<file path="src/rtl/oldland_decode.sv">
// oldland_decode: second pipeline stage of the Oldland core.
// Splits the fetched instruction into fields, reads the 8 x 32 register file
// (with same-cycle writeback bypass), and registers everything for execute.
// Also owns the fetch stall handshake: one branch or load/store may be in
// flight, and stall_clear tells fetch when the later stage has finished it.
module oldland_decode #(
  parameter logic [31:0] RESET_PC_PLUS_4 = 32'h00000000
) (
  input  logic        clk,
  input  logic        rst_n,
  input  logic [31:0] instr,
  input  logic [31:0] pc_plus_4,
  input  logic        flush,
  input  logic        complete,
  input  logic        wb_en,
  input  logic [2:0]  wb_reg,
  input  logic [31:0] wb_data,
  output logic        stall_clear,
  output logic [31:0] pc_plus_4_q,
  output logic [1:0]  class_q,
  output logic [3:0]  opcode_q,
  output logic [2:0]  rd_q,
  output logic [31:0] ra_data_q,
  output logic [31:0] rb_data_q,
  output logic [31:0] imm_q,
  output logic        use_imm_q,
  output logic        wr_en_q,
  output logic        mem_store_q,
  output logic        protocol_err
);

  // Instruction classes as encoded in instr[31:30].
  localparam logic [1:0] CLASS_ALU    = 2'b00;
  localparam logic [1:0] CLASS_BRANCH = 2'b01;
  localparam logic [1:0] CLASS_MEM    = 2'b10;

  typedef enum logic {
    ST_IDLE = 1'b0,
    ST_WAIT = 1'b1
  } state_t;

  state_t state_reg;
  state_t state_next;

  // ---------------------------------------------------------------------
  // Field extraction
  // ---------------------------------------------------------------------
  logic [1:0]  dec_class;
  logic [3:0]  dec_opcode;
  logic        dec_use_imm;
  logic [15:0] dec_imm16;
  logic [31:0] dec_imm;
  logic [2:0]  dec_rd;
  logic [2:0]  dec_ra;
  logic [2:0]  dec_rb;

  assign dec_class   = instr[31:30];
  assign dec_opcode  = instr[29:26];
  assign dec_use_imm = instr[25];
  assign dec_imm16   = instr[24:9];
  assign dec_imm     = {{16{dec_imm16[15]}}, dec_imm16};
  assign dec_rd      = instr[2:0];
  assign dec_ra      = instr[5:3];
  assign dec_rb      = instr[8:6];

  // Per-instruction control derived from class/opcode.
  logic dec_is_nop;
  logic dec_is_ctl;
  logic dec_wr_en;
  logic dec_mem_store;
  logic ctl_accept;

  // Work out whether the instruction writes rd, is a store, or needs a stall.
  always_comb begin
    dec_is_nop    = (instr == 32'h00000000);
    dec_is_ctl    = (dec_class == CLASS_BRANCH) || (dec_class == CLASS_MEM);
    dec_mem_store = (dec_class == CLASS_MEM) && dec_opcode[3];
    dec_wr_en     = 1'b0;
    case (dec_class)
      CLASS_ALU: dec_wr_en = !dec_is_nop;
      CLASS_MEM: dec_wr_en = !dec_opcode[3];
      default:   dec_wr_en = 1'b0;
    endcase
  end

  // A squashed instruction never counts as an outstanding branch/load/store.
  assign ctl_accept = dec_is_ctl && !flush;

  // ---------------------------------------------------------------------
  // Register file: 8 x 32, contents are not reset.
  // ---------------------------------------------------------------------
  logic [31:0] regs [8];

  // Writeback port.
  always_ff @(posedge clk) begin
    if (wb_en) begin
      regs[wb_reg] <= wb_data;
    end
  end

  // Two read ports (0 = ra, 1 = rb). A writeback to the same register in the
  // same cycle is forwarded so decode never sees stale data.
  logic [1:0][2:0]  rd_idx;
  logic [1:0][31:0] rd_val;

  assign rd_idx[0] = dec_ra;
  assign rd_idx[1] = dec_rb;

  generate
    for (genvar gi = 0; gi < 2; gi++) begin : g_read_port
      assign rd_val[gi] = (wb_en && (wb_reg == rd_idx[gi])) ? wb_data
                                                            : regs[rd_idx[gi]];
    end
  endgenerate

  logic [31:0] operand_b;
  assign operand_b = dec_use_imm ? dec_imm : rd_val[1];

  // ---------------------------------------------------------------------
  // Stall handshake FSM
  // ---------------------------------------------------------------------
  logic err_set;

  // State register; reset abandons any outstanding operation.
  always_ff @(posedge clk or negedge rst_n) begin
    if (!rst_n) begin
      state_reg <= ST_IDLE;
    end else begin
      state_reg <= state_next;
    end
  end

  // Next-state and protocol check: a second control instruction while one is
  // already outstanding is a fetch bug, flagged but still decoded.
  always_comb begin
    state_next = state_reg;
    err_set    = 1'b0;
    case (state_reg)
      ST_IDLE: begin
        if (ctl_accept) begin
          state_next = ST_WAIT;
        end
      end
      ST_WAIT: begin
        if (ctl_accept) begin
          err_set = 1'b1;
        end
        if (complete) begin
          state_next = ST_IDLE;
        end
      end
      default: state_next = ST_IDLE;
    endcase
  end

  // Completion is only meaningful while something is outstanding.
  assign stall_clear = (state_reg == ST_WAIT) && complete;

  // Sticky protocol error flag, cleared only by reset.
  always_ff @(posedge clk or negedge rst_n) begin
    if (!rst_n) begin
      protocol_err <= 1'b0;
    end else if (err_set) begin
      protocol_err <= 1'b1;
    end
  end

  // ---------------------------------------------------------------------
  // Decode -> execute pipeline register
  // ---------------------------------------------------------------------

  // Capture the decoded instruction; a flush turns it into a NOP but the
  // PC+4 still advances so execute sees a consistent program counter.
  always_ff @(posedge clk or negedge rst_n) begin
    if (!rst_n) begin
      pc_plus_4_q <= RESET_PC_PLUS_4;
      class_q     <= 2'b00;
      opcode_q    <= 4'h0;
      rd_q        <= 3'd0;
      ra_data_q   <= 32'h00000000;
      rb_data_q   <= 32'h00000000;
      imm_q       <= 32'h00000000;
      use_imm_q   <= 1'b0;
      wr_en_q     <= 1'b0;
      mem_store_q <= 1'b0;
    end else begin
      pc_plus_4_q <= pc_plus_4;
      if (flush) begin
        class_q     <= 2'b00;
        opcode_q    <= 4'h0;
        rd_q        <= 3'd0;
        ra_data_q   <= 32'h00000000;
        rb_data_q   <= 32'h00000000;
        imm_q       <= 32'h00000000;
        use_imm_q   <= 1'b0;
        wr_en_q     <= 1'b0;
        mem_store_q <= 1'b0;
      end else begin
        class_q     <= dec_class;
        opcode_q    <= dec_opcode;
        rd_q        <= dec_rd;
        ra_data_q   <= rd_val[0];
        rb_data_q   <= operand_b;
        imm_q       <= dec_imm;
        use_imm_q   <= dec_use_imm;
        wr_en_q     <= dec_wr_en;
        mem_store_q <= dec_mem_store;
      end
    end
  end

endmodule
</file>
<file path="config.mk">
export PLATFORM = sky130hd
export DESIGN_NAME = oldland_decode
export DESIGN_NICKNAME = d
export VERILOG_FILES = /design/src/rtl/oldland_decode.sv
export SDC_FILE = /design/constraint.sdc
export NUM_CORES = 1
export LEC_CHECK = 0
export BUFFER_PORTS_ARGS = -buffer_cell sky130_fd_sc_hd__buf_2
export CAP_MARGIN = 40
export CORE_ASPECT_RATIO = 1.4
export CORE_MARGIN = 3
export CORE_UTILIZATION = 25
export DETAILED_ROUTE_END_ITERATION = 8
export GPL_ROUTABILITY_DRIVEN = 0
export SLEW_MARGIN = 25
export SYNTH_ARGS = -nofsm -noshare
export SYNTH_HDL_FRONTEND = slang
export SYNTH_SLANG_ARGS = --single-unit
</file>
<file path="constraint.sdc">
create_clock -name clk -period 2 [get_ports clk]
set_input_delay 0.4 -clock clk [delete_from_list [all_inputs] [get_ports clk]]
set_output_delay 0.4 -clock clk [all_outputs]
set_load 0.01 [all_outputs]
</file>
==> flow_summary_export.csv <==
group,metric,value,unit
route,ant_nets,0,
layout,largest_register,"regs",
route,viasPerCell,4.633,
layout,drive_above_1_share,46.24,%
synthesis,ys_ff_latch,382,
worst_setup_path,crit_family,"flip-flops",
clock_tree,htreeDepth,2,
global_route,antenna_found_initial,14,
global_route,grt_pass1_wl,67200,um
place,dp_hpwl,29500,um
timing,period_needed,1.729,ns
clock_tree,cts_tree,"yes",
synthesis,async_flop_share,32.98,%
timing,fin_crit_sh,86.46,%
timing,rsz0062_at_grt,"no",
power,swShare,23.36,%
floorplanning,die_area,66910,um^2
timing,slew-limit-headroom,64.21,%
worst_setup_path,cp_slowest_cell,"dfrtp_1",
worst_setup_path,critPathLaunch,"imm_q[30]$_DFF_PN0_",
layout,final_common_cell,"edfxtp_1",
clock_tree,clkSinkCount,382,
timing,setup_viol,0,
floorplanning,fp.dieW,219.5,um
clock_tree,path_clk_slew,0.06,ns
clock_tree,cts_inserted_buffers,41,
floorplanning,ios,246,
worst_setup_path,path_class,"reg2out",
layout,layout_common_cells,"edfxtp_1 (256), buf_2 (240), mux4_2 (128)",
synthesis,synth_cells,825,
layout,largest_reg_flops,256,
place,io_buffers,245,
flow_run,maxCapViolations,0,
clock_tree,cts.path.max_buffers,3,
outcome,status,"complete, no violations",
clock_tree,cts-resized-gates,0,
floorplanning,core,62570,um^2
global_route,grt_max_degree,66,
synthesis,synth_compound_area_share,4.126,%
power,p_per_area,913.3,nW/um^2
clock_tree,root_buffer,"clkbuf_16",
synthesis,syn_area,15950,um^2
route,wirelength,46400,um
synthesis,synth_top_family_by_area,"multiplexers",
timing,slew_violations,0,
synthesis,yosysWarnings,0,
synthesis,synth_nets,931,
layout,utilization,32.62,%
global_route,grt_pass1_vias,9905,
synthesis,seq_area_frac_synth,67.96,%
timing,fin_setup_tns,0,ns
min_path,hp-start,"instr[2]",
synthesis,synth-simple-area-share,2.338,%
route,wl_per_cell,23.32,um
route,drc_errors,0,
synthesis,syn_area_per_cell,19.33,um^2
worst_setup_path,worstPathArrival,1.33,ns
timing,whs,0.07678,ns
route,drt-pass1-iter-count,5,
worst_setup_path,crit_chain,"buf_2",
worst_setup_path,crit_required,1.60,ns
route,via_count,9219,
floorplanning,start_util,25.49,%
timing,hold_viol,0,
layout,final_area,20410,um^2
power,internal_power,14.29,mW
layout,fin_nets,1231,
power,leakagePower,7.734,nW
power,p_seq_share,48.1,%
clock_tree,insertion_delay,0.57,ns
synthesis,synth_fa_ha_area_share,0.1569,%
layout,ff_latch_area,10840,um^2
timing,clock_skew,0.02218,ns
global_route,overflow,0,
min_path,hold_class,"in2reg",
synthesis,synth_flop_cell,"edfxtp_1",
synthesis,ys_types,32,
floorplanning,fp.dieH,304.9,um
floorplanning,rows,108,
place,dpl_cell_area,18670,um^2
synthesis,synth_edf_count,256,
worst_setup_path,critical-path-max-stage-delay,0.56,ns
power,comb_power_share,10.1,%
timing,tightest_slew,0.5344,ns
worst_setup_path,crit_path_end_kind,"output port",
layout,fillers,6014,
layout,multi_input_area,4767,um^2
synthesis,synth-xor-area-share,0.3295,%
power,ir_drop,0.0004871,V
worst_setup_path,path_max_fanout,17,
power,clockPowerShare,41.9,%
power,p_total,18.64,mW
worst_setup_path,critPathBufInv,1,
timing,fmax,0.5783,GHz
worst_setup_path,start_kind,"flop",
worst_setup_path,rr_startpoint,"regs[7][30]$_DFFE_PP_",
synthesis,synth.mux.area_fraction,22.40,%
route,drtIter0Drc,662,
power,power.switching,4.355,mW
layout,area_growth,27.97,%
global_route,track_usage,13.78,%
==> layer usage <==
layer  vias to the layer above  track usage (%)  share of wire (%)
li1                       3958                -                  -
met1                      4849            17.29                 40
met2                       332            23.60                 51
met3                        72            3.229                6.6
met4                         8            4.011                2.0
met5                         -                0               0.11
==> power by group through the flow <==
stage | clock network, mW | registers [mW] | logic [mW]
after CTS | 8.06 | 8.97 | 1.92
final | 7.80 | 8.96 | 1.88
after floorplan | 0 | 9.18 | 0.892
after global routing | 8.34 | 9.00 | 2.04
after detailed placement | 0 | 9.13 | 1.86
after global placement | 0 | 9.11 | 1.84
==> area by class of cell <==
type / count / area share, %
antenna: 8 / 0.09808
inverter: 4 / 0.07356
clock inverter: 17 / 0.7540
timing repair buffer: 330 / 11.53
clock buffer: 58 / 6.020
tap: 825 / 5.057
sequential: 382 / 53.11
multi-input combinational: 366 / 23.36
==> cell usage after synthesis (15+ instances only) <==
cell type    n  area share (%)
clkbuf_1    21            0.49
mux2i_1     33             2.1
a22o_1      32             1.8
mux4_2     128              18
nor2b_1     27             1.1
dfrtp_1    126              20
buf_2       23            0.72
mux2_2      32             2.3
o21ai_0     22            0.69
a21oi_1     18            0.56
edfxtp_1   256              48
buf_4       18            0.85
a22oi_1     15            0.71
==> timing repair <==
action / in CTS / in global routing
hold buffers: 34 / 0
endpoints found under the hold margin: 69 / 0
buffers inserted: 0 / 0
==> cells by family (layout without fill, tap and decap cells) <==
kind of cell | after synthesis | after routing
other | 0 | 8
muxes | 193 | 193
AOI/OAI and AO/OA | 99 | 99
buffers and inverters | 77 | 409
DFF | 382 | 382
and+or+nand+nor | 66 | 66
xor gates and xnor gates | 6 | 6
adders and majority gates | 2 | 2
==> through the flow <==
| step | instances | setup WS (ns) |
|---|---|---|
| final | 1990 | 0.2708 |
| after global routing | 1987 | 0.1121 |
| after CTS | 1982 | 0.2208 |
| after detailed placement | 1873 | -0.04677 |
| after global placement | 1873 | -0.04396 |
| after floorplan | 825 | -0.4927 |
==> final timing paths <==
kind | depth (start not counted) | to | slack, ns
setup / recovery | 1 | imm_q[25] | 0.27
max in group asynchronous | 3 | ra_data_q[31]$_DFF_PN0_ | 1.01
min in group asynchronous | 2 | pc_plus_4_q[10]$_DFF_PN0_ | 0.30
setup reg to reg | 3 | ra_data_q[30]$_DFF_PN0_ | 0.52
hold reg to reg | 1 | protocol_err$_DFFE_PN0P_ | 0.47
hold / removal | 2 | rd_q[2]$_DFF_PN0_ | 0.08
(Power assumes the default switching activity.)
